## config.mk

```make
export PLATFORM = sky130hd
export DESIGN_NAME = flash_line_cache
export DESIGN_NICKNAME = d
export VERILOG_FILES = /design/src/rtl/flash_line_cache.sv
export SDC_FILE = /design/constraint.sdc
export NUM_CORES = 1
export LEC_CHECK = 0
export CAP_MARGIN = 20
export CELL_PAD_IN_SITES_DETAIL_PLACEMENT = 0
export CELL_PAD_IN_SITES_GLOBAL_PLACEMENT = 2
export CORE_AREA = 8 8 403 247
export DETAILED_ROUTE_END_ITERATION = 8
export DIE_AREA = 0 0 411 255
export PLACE_DENSITY = 0.84
export SETUP_SLACK_MARGIN = 0.05
export SYNTH_ARGS = -nofsm -noshare
export SYNTH_HDL_FRONTEND = slang
export SYNTH_SLANG_ARGS = --single-unit
```

## constraint.sdc

```tcl
create_clock -name clk -period 4.11 [get_ports clk]
set_clock_uncertainty 0.2 [all_clocks]
set_input_delay 0.822 -clock clk [delete_from_list [all_inputs] [get_ports clk]]
set_output_delay 0.822 -clock clk [all_outputs]
set_load 0.02 [all_outputs]
```

## src/rtl/flash_line_cache.sv

```systemverilog
// flash_line_cache: direct-mapped line-fill read cache in front of the QSPI
// data-request port. Line data lives in an external dual-port SRAM (port 0
// fills, port 1 serves hits); tags and valid bits are held in flops.
// Optional feature: define FLASH_LINE_CACHE_CRITICAL_WORD_FIRST_EN to start
// each line fill at the requested word and wrap through the line.
module flash_line_cache #(
    parameter int SRAM_ADDRESS_SIZE = 9,
    parameter int LINE_WORDS_LOG2   = 3
) (
    input  logic                         clk,
    input  logic                         rst,
    input  logic                         flashCache_readEnable,
    input  logic [23:0]                  flashCache_address,
    input  logic [3:0]                   flashCache_byteSelect,
    input  logic                         flashCache_invalidate,
    output logic [31:0]                  flashCache_dataRead,
    output logic                         flashCache_busy,
    output logic [23:0]                  dataRequest_address,
    output logic                         dataRequest_enable,
    input  logic [31:0]                  dataRequest_data,
    input  logic                         dataRequest_dataValid,
    output logic                         sram_clk0,
    output logic                         sram_csb0,
    output logic                         sram_web0,
    output logic [3:0]                   sram_wmask0,
    output logic [SRAM_ADDRESS_SIZE-1:0] sram_addr0,
    output logic [31:0]                  sram_din0,
    input  logic [31:0]                  sram_dout0,
    output logic                         sram_clk1,
    output logic                         sram_csb1,
    output logic [SRAM_ADDRESS_SIZE-1:0] sram_addr1,
    input  logic [31:0]                  sram_dout1
);

    localparam int OFF_W = LINE_WORDS_LOG2;
    localparam int IDX_W = SRAM_ADDRESS_SIZE - LINE_WORDS_LOG2;
    localparam int TAG_W = 22 - SRAM_ADDRESS_SIZE;
    localparam int LINES = 1 << IDX_W;

    typedef enum logic [1:0] {
        IDLE,
        REQUEST,
        WRITE,
        UPDATE
    } state_t;

    state_t             state_reg, state_next;
    logic [TAG_W-1:0]   tag_reg, tag_next;
    logic [IDX_W-1:0]   index_reg, index_next;
    logic [OFF_W-1:0]   counter_reg, counter_next;
    logic [OFF_W-1:0]   start_reg, start_next;
    logic [31:0]        data_reg, data_next;
    logic [LINES-1:0]   valid_reg, valid_next;
    logic               inval_pending_reg, inval_pending_next;
    logic               tag_we;

    logic [TAG_W-1:0]   tag_store [LINES];

    logic [OFF_W-1:0]   req_offset;
    logic [IDX_W-1:0]   req_index;
    logic [TAG_W-1:0]   req_tag;
    logic [OFF_W-1:0]   counter_inc;
    logic [OFF_W-1:0]   fill_start;
    logic [LINES-1:0]   line_hit;
    logic               hit;

    // Byte lanes, low address bits and the fill-port read data are not needed.
    logic unused_inputs;
    assign unused_inputs = ^{flashCache_byteSelect, sram_dout0, flashCache_address[1:0]};

    assign req_offset  = flashCache_address[OFF_W+1:2];
    assign req_index   = flashCache_address[SRAM_ADDRESS_SIZE+1:OFF_W+2];
    assign req_tag     = flashCache_address[23:SRAM_ADDRESS_SIZE+2];
    assign counter_inc = counter_reg + 1'b1;

`ifdef FLASH_LINE_CACHE_CRITICAL_WORD_FIRST_EN
    assign fill_start = req_offset;
`else
    assign fill_start = '0;
`endif

    // Per-line tag compare; the requested line's result is the hit.
    genvar gi;
    generate
        for (gi = 0; gi < LINES; gi++) begin : g_line_hit
            assign line_hit[gi] = valid_reg[gi] && (tag_store[gi] == req_tag);
        end
    endgenerate
    assign hit = line_hit[req_index];

    // Static SRAM wiring: both ports share the system clock, fills write whole words.
    assign sram_clk0           = clk;
    assign sram_clk1           = clk;
    assign sram_wmask0         = 4'b1111;
    assign sram_addr0          = {index_reg, counter_reg};
    assign sram_din0           = data_reg;
    assign sram_addr1          = {req_index, req_offset};
    assign flashCache_dataRead = sram_dout1;
    assign dataRequest_address = {tag_reg, index_reg, counter_reg, 2'b00};

    // Control and fill-context registers.
    always_ff @(posedge clk or negedge rst) begin
        if (!rst) begin
            state_reg         <= IDLE;
            tag_reg           <= '0;
            index_reg         <= '0;
            counter_reg       <= '0;
            start_reg         <= '0;
            data_reg          <= '0;
            valid_reg         <= '0;
            inval_pending_reg <= 1'b0;
        end else begin
            state_reg         <= state_next;
            tag_reg           <= tag_next;
            index_reg         <= index_next;
            counter_reg       <= counter_next;
            start_reg         <= start_next;
            data_reg          <= data_next;
            valid_reg         <= valid_next;
            inval_pending_reg <= inval_pending_next;
        end
    end

    // Tag store: loaded once a line fill completes; contents only matter with valid set.
    always_ff @(posedge clk) begin
        if (tag_we) begin
            tag_store[index_reg] <= tag_reg;
        end
    end

    // Next-state and output decode for lookup and line fill.
    always_comb begin
        state_next         = state_reg;
        tag_next           = tag_reg;
        index_next         = index_reg;
        counter_next       = counter_reg;
        start_next         = start_reg;
        data_next          = data_reg;
        valid_next         = flashCache_invalidate ? '0 : valid_reg;
        inval_pending_next = inval_pending_reg | flashCache_invalidate;
        tag_we             = 1'b0;
        flashCache_busy    = 1'b0;
        dataRequest_enable = 1'b0;
        sram_csb0          = 1'b1;
        sram_web0          = 1'b1;
        sram_csb1          = 1'b1;

        case (state_reg)
            IDLE: begin
                inval_pending_next = 1'b0;
                if (flashCache_readEnable) begin
                    if (hit) begin
                        sram_csb1 = 1'b0;
                    end else begin
                        flashCache_busy    = 1'b1;
                        tag_next           = req_tag;
                        index_next         = req_index;
                        counter_next       = fill_start;
                        start_next         = fill_start;
                        inval_pending_next = flashCache_invalidate;
                        state_next         = REQUEST;
                    end
                end
            end
            REQUEST: begin
                flashCache_busy    = 1'b1;
                dataRequest_enable = 1'b1;
                if (dataRequest_dataValid) begin
                    data_next  = dataRequest_data;
                    state_next = WRITE;
                end
            end
            WRITE: begin
                flashCache_busy = 1'b1;
                sram_csb0       = 1'b0;
                sram_web0       = 1'b0;
                counter_next    = counter_inc;
                // The fill is done once the counter wraps back to where it started.
                state_next      = (counter_inc == start_reg) ? UPDATE : REQUEST;
            end
            UPDATE: begin
                flashCache_busy = 1'b1;
                tag_we          = 1'b1;
                // A line fetched across an invalidate may hold stale flash data.
                if (!flashCache_invalidate && !inval_pending_reg) begin
                    valid_next[index_reg] = 1'b1;
                end
                state_next = IDLE;
            end
            default: begin
                state_next = IDLE;
            end
        endcase
    end

endmodule

```

==> metrics <==
warnings from Yosys=0; Post-Synth Adder-Cell Area=0.0613%; PwrDens=563 nW/um2; setup TNS=-0.814 ns; die area=105000 um2; Tmin final=4.53 ns; top layer reached by signal wires=met4; antenna viol nets, final=0; Vias=24.7k; Setup WS post-layout=-0.417 ns; post-synthesis cell type count=53; WHS Path Cells=2; met2 WL=54600 um; CP Depth=12; Max FO, Critical Path=15; Final setup viols=2; Clock Latency Late Sink=0.81 ns; worst r2r src=tag_store[13][4]; Post-Synth Simple-Gate Area=6.72%; Worst path most repeated cell=buf_4; initial antenna violation count=2; Layout area overhead=20.1%; sequential element share of the synthesized area=68.6%; register-to-register setup slack=0.60 ns; worst path required time=3.09 ns; layout cell share with drive strength beyond 1=19.4%; CP top delay family=compound AO/OA/AOI/OAI gates; total gr overflow=0; syn avg cell area=15.4 um2; post-DR vias/cell=5.65; Final nets=3174; violated checks=setup timing; Max VDD drop=0.463 mV; first-pass GRT wire length=181000 um; kind of critical path=input port to output port; met1 wire length=53900 um; Bufs and invs on worst path=6; unrepaired setup endpoints after global routing=true; CP max stage cell=a31oi_1; Yosys top cell area share=61.2%; top-count cell post-synth=edfxtp_1; Rows=87; pin count of the biggest net entering global routing=76; FFs w/ async S/R, synth=12.7%; Post-Synthesis Cells=2646; fmax=221 MHz; cell taking the most area after synthesis=edfxtp_1; HP Class=flop to flop; main flop type after synthesis=edfxtp_1; number of global-route vias before repair=24.8k; Ports=246; DP Area=45600 um2; drc violations=0; Endpoint, Worst Hold=valid_reg[40]; Reg clk slew, reported paths=0.06 ns; crit end category=output port; DRT iter0 DRCs=2942; Lkg Pwr=0.0165 uW; Final Hold Fails=0; Compound-Gate Fraction of Synth Area=1.92%; Post-synth EDFFs=832; Finished Cell Area=49000 um2; GPL Wtd Cong=0.855; area of the core=93400 um2; max reg flops=832; #FFs+latches synth=953; drt first pass iters=6; final WL=127000 um; reg2reg end=tag_reg[12]; max_cap viols=0; diode count=0; fin crit share=110%; all-layer global routing usage=24.0%; Area contributors post-synth=edfxtp_1 61%, xnor2_1 10%, dfrtp_1 7.4%, xor2_1 7.4%, buf_4 2.1%; fill cell total of the finished layout=7570; main combinational cell family by area after synthesis=XOR/XNOR gates; WL/cell=29.2 um; DIE HEIGHT=255 um; I/O Buffers=131; Arr. time, crit path=3.50 ns; post-synthesis mux area share=1.46%; Mapped Area=40800 um2; WL met3=15400 um; worst r2r path cells=15; Slew headroom=18.6%; crit path cell chain=buf_4, buf_12, buf_12, buf_4, xor2_1, nor4_1, a31oi_1, o22ai_2, buf_4, o41a_1, nand3_2, buf_6; initial core utilization=43.7%; CTS tree=done; Slew @ Worst Pin=1.22 ns; CP Launch Type=input port; Pins Over Slew Limit=0; Synth Area in XOR/XNOR=17.9%; Worst Hold Launch=valid_reg[40]; status=complete, but fails checks; Horiz. Die Dim=411 um; HPWL after DPL=77700 um; Synth top cells by count=832 x edfxtp_1, 487 x xnor2_1, 345 x xor2_1, 151 x nor2_1, 138 x nand4_1; Finished Core Util=52.5%; Max stage delay on crit path=0.53 ns
-- metal layers --
metal | vias up | track usage (%)
met4 | 0 | 6.85
met1 | 12625 | 33.9
met3 | 212 | 7.99
met5 | - | 0
met2 | 1462 | 35.6
li1 | 10351 | -
-- area by class of cell --
type	count	area (um2)	share of cell area, %
Clock buffer	119	2560	5.22
Clock inverter	55	637	1.30
Inverter	3	11.3	0.0230
Multi-Input combinational cell	1513	11600	23.8
Sequential cell	953	28100	57.3
Tap cell	1246	1560	3.18
Timing Repair Buffer	476	4540	9.26
-- kinds of logic after synthesis --
kind of cell    after synthesis
simple gates                501
buf+inv                     184
compound gates              122
other cells                   2
flops                       953
xor+xnor                    832
mux                          50
fa+ha+maj                     2
-- cell usage in the layout (no fill, tap or decap), types with 18 or more instances in the layout --
cell type / n
edfxtp_1: 832
nor4_1: 89
buf_12: 52
buf_4: 304
clkdlybuf4s50_1: 113
nor2_1: 146
nand4_1: 138
a21oi_1: 68
mux2_2: 40
nand2_1: 18
xnor2_1: 487
clkbuf_16: 94
nand3_1: 26
xor2_1: 345
dfrtp_1: 108
-- power breakdown --
group | leakage (uW) | switching (uW) | internal, uW | total (uW)
Sequential | 0.00905 | 992 | 12200 | 13200
Clock | 0.00155 | 3900 | 5090 | 8990
Combinational | 0.00587 | 3750 | 1620 | 5380
-- through the flow --
| stage | worst slack, ns | power [uW] | instances | hold WS (ns) |
|---|---|---|---|---|
| 2_1_floorplan | 0.425 | 15200 | 2650 | 0.255 |
| 3_3_place_gp | -1.08 | 18700 | 4189 | 0.268 |
| 3_5_place_dp | -1.09 | 18700 | 4189 | 0.276 |
| 4_1_cts | -0.377 | 27600 | 4364 | 0.292 |
| 5_1_grt | -0.478 | 28300 | 4365 | 0.312 |
| 6_report | -0.417 | 27600 | 4365 | 0.290 |
-- worst register-to-register path, cell delays in order, from the launching register on --
cell and delay (ns):
edfxtp_1 0.38, xor2_1 0.15, nor4_1 0.30, buf_4 0.16
nand4_1 0.09, o31ai_2 0.22, buf_4 0.18, o2111ai_4 0.13
buf_6 0.18, nand4_1 0.16, o41ai_2 0.13, buf_4 0.15
buf_4 0.14, o21ai_4 0.21, buf_12 0.23, mux2_2 0.37
-- worst max-delay path by stage --
stage	from	to
final	flashCache_address[16]	sram_csb1
after CTS	tag_store[13][11]	flashCache_busy
after global routing	flashCache_address[18]	flashCache_busy
after floorplan	flashCache_address[11]	flashCache_busy
after detailed placement	flashCache_address[13]	flashCache_busy
after global placement	flashCache_address[13]	flashCache_busy
-- what timing repair did --
item	CTS	global route
hold buffers	1	0
gates resized for setup	30	13
setup buffers	2	0
setup endpoints to repair	2	2
pin swaps	7	7
endpoints found under the hold margin	59	0
(Power assumes the default switching activity.)
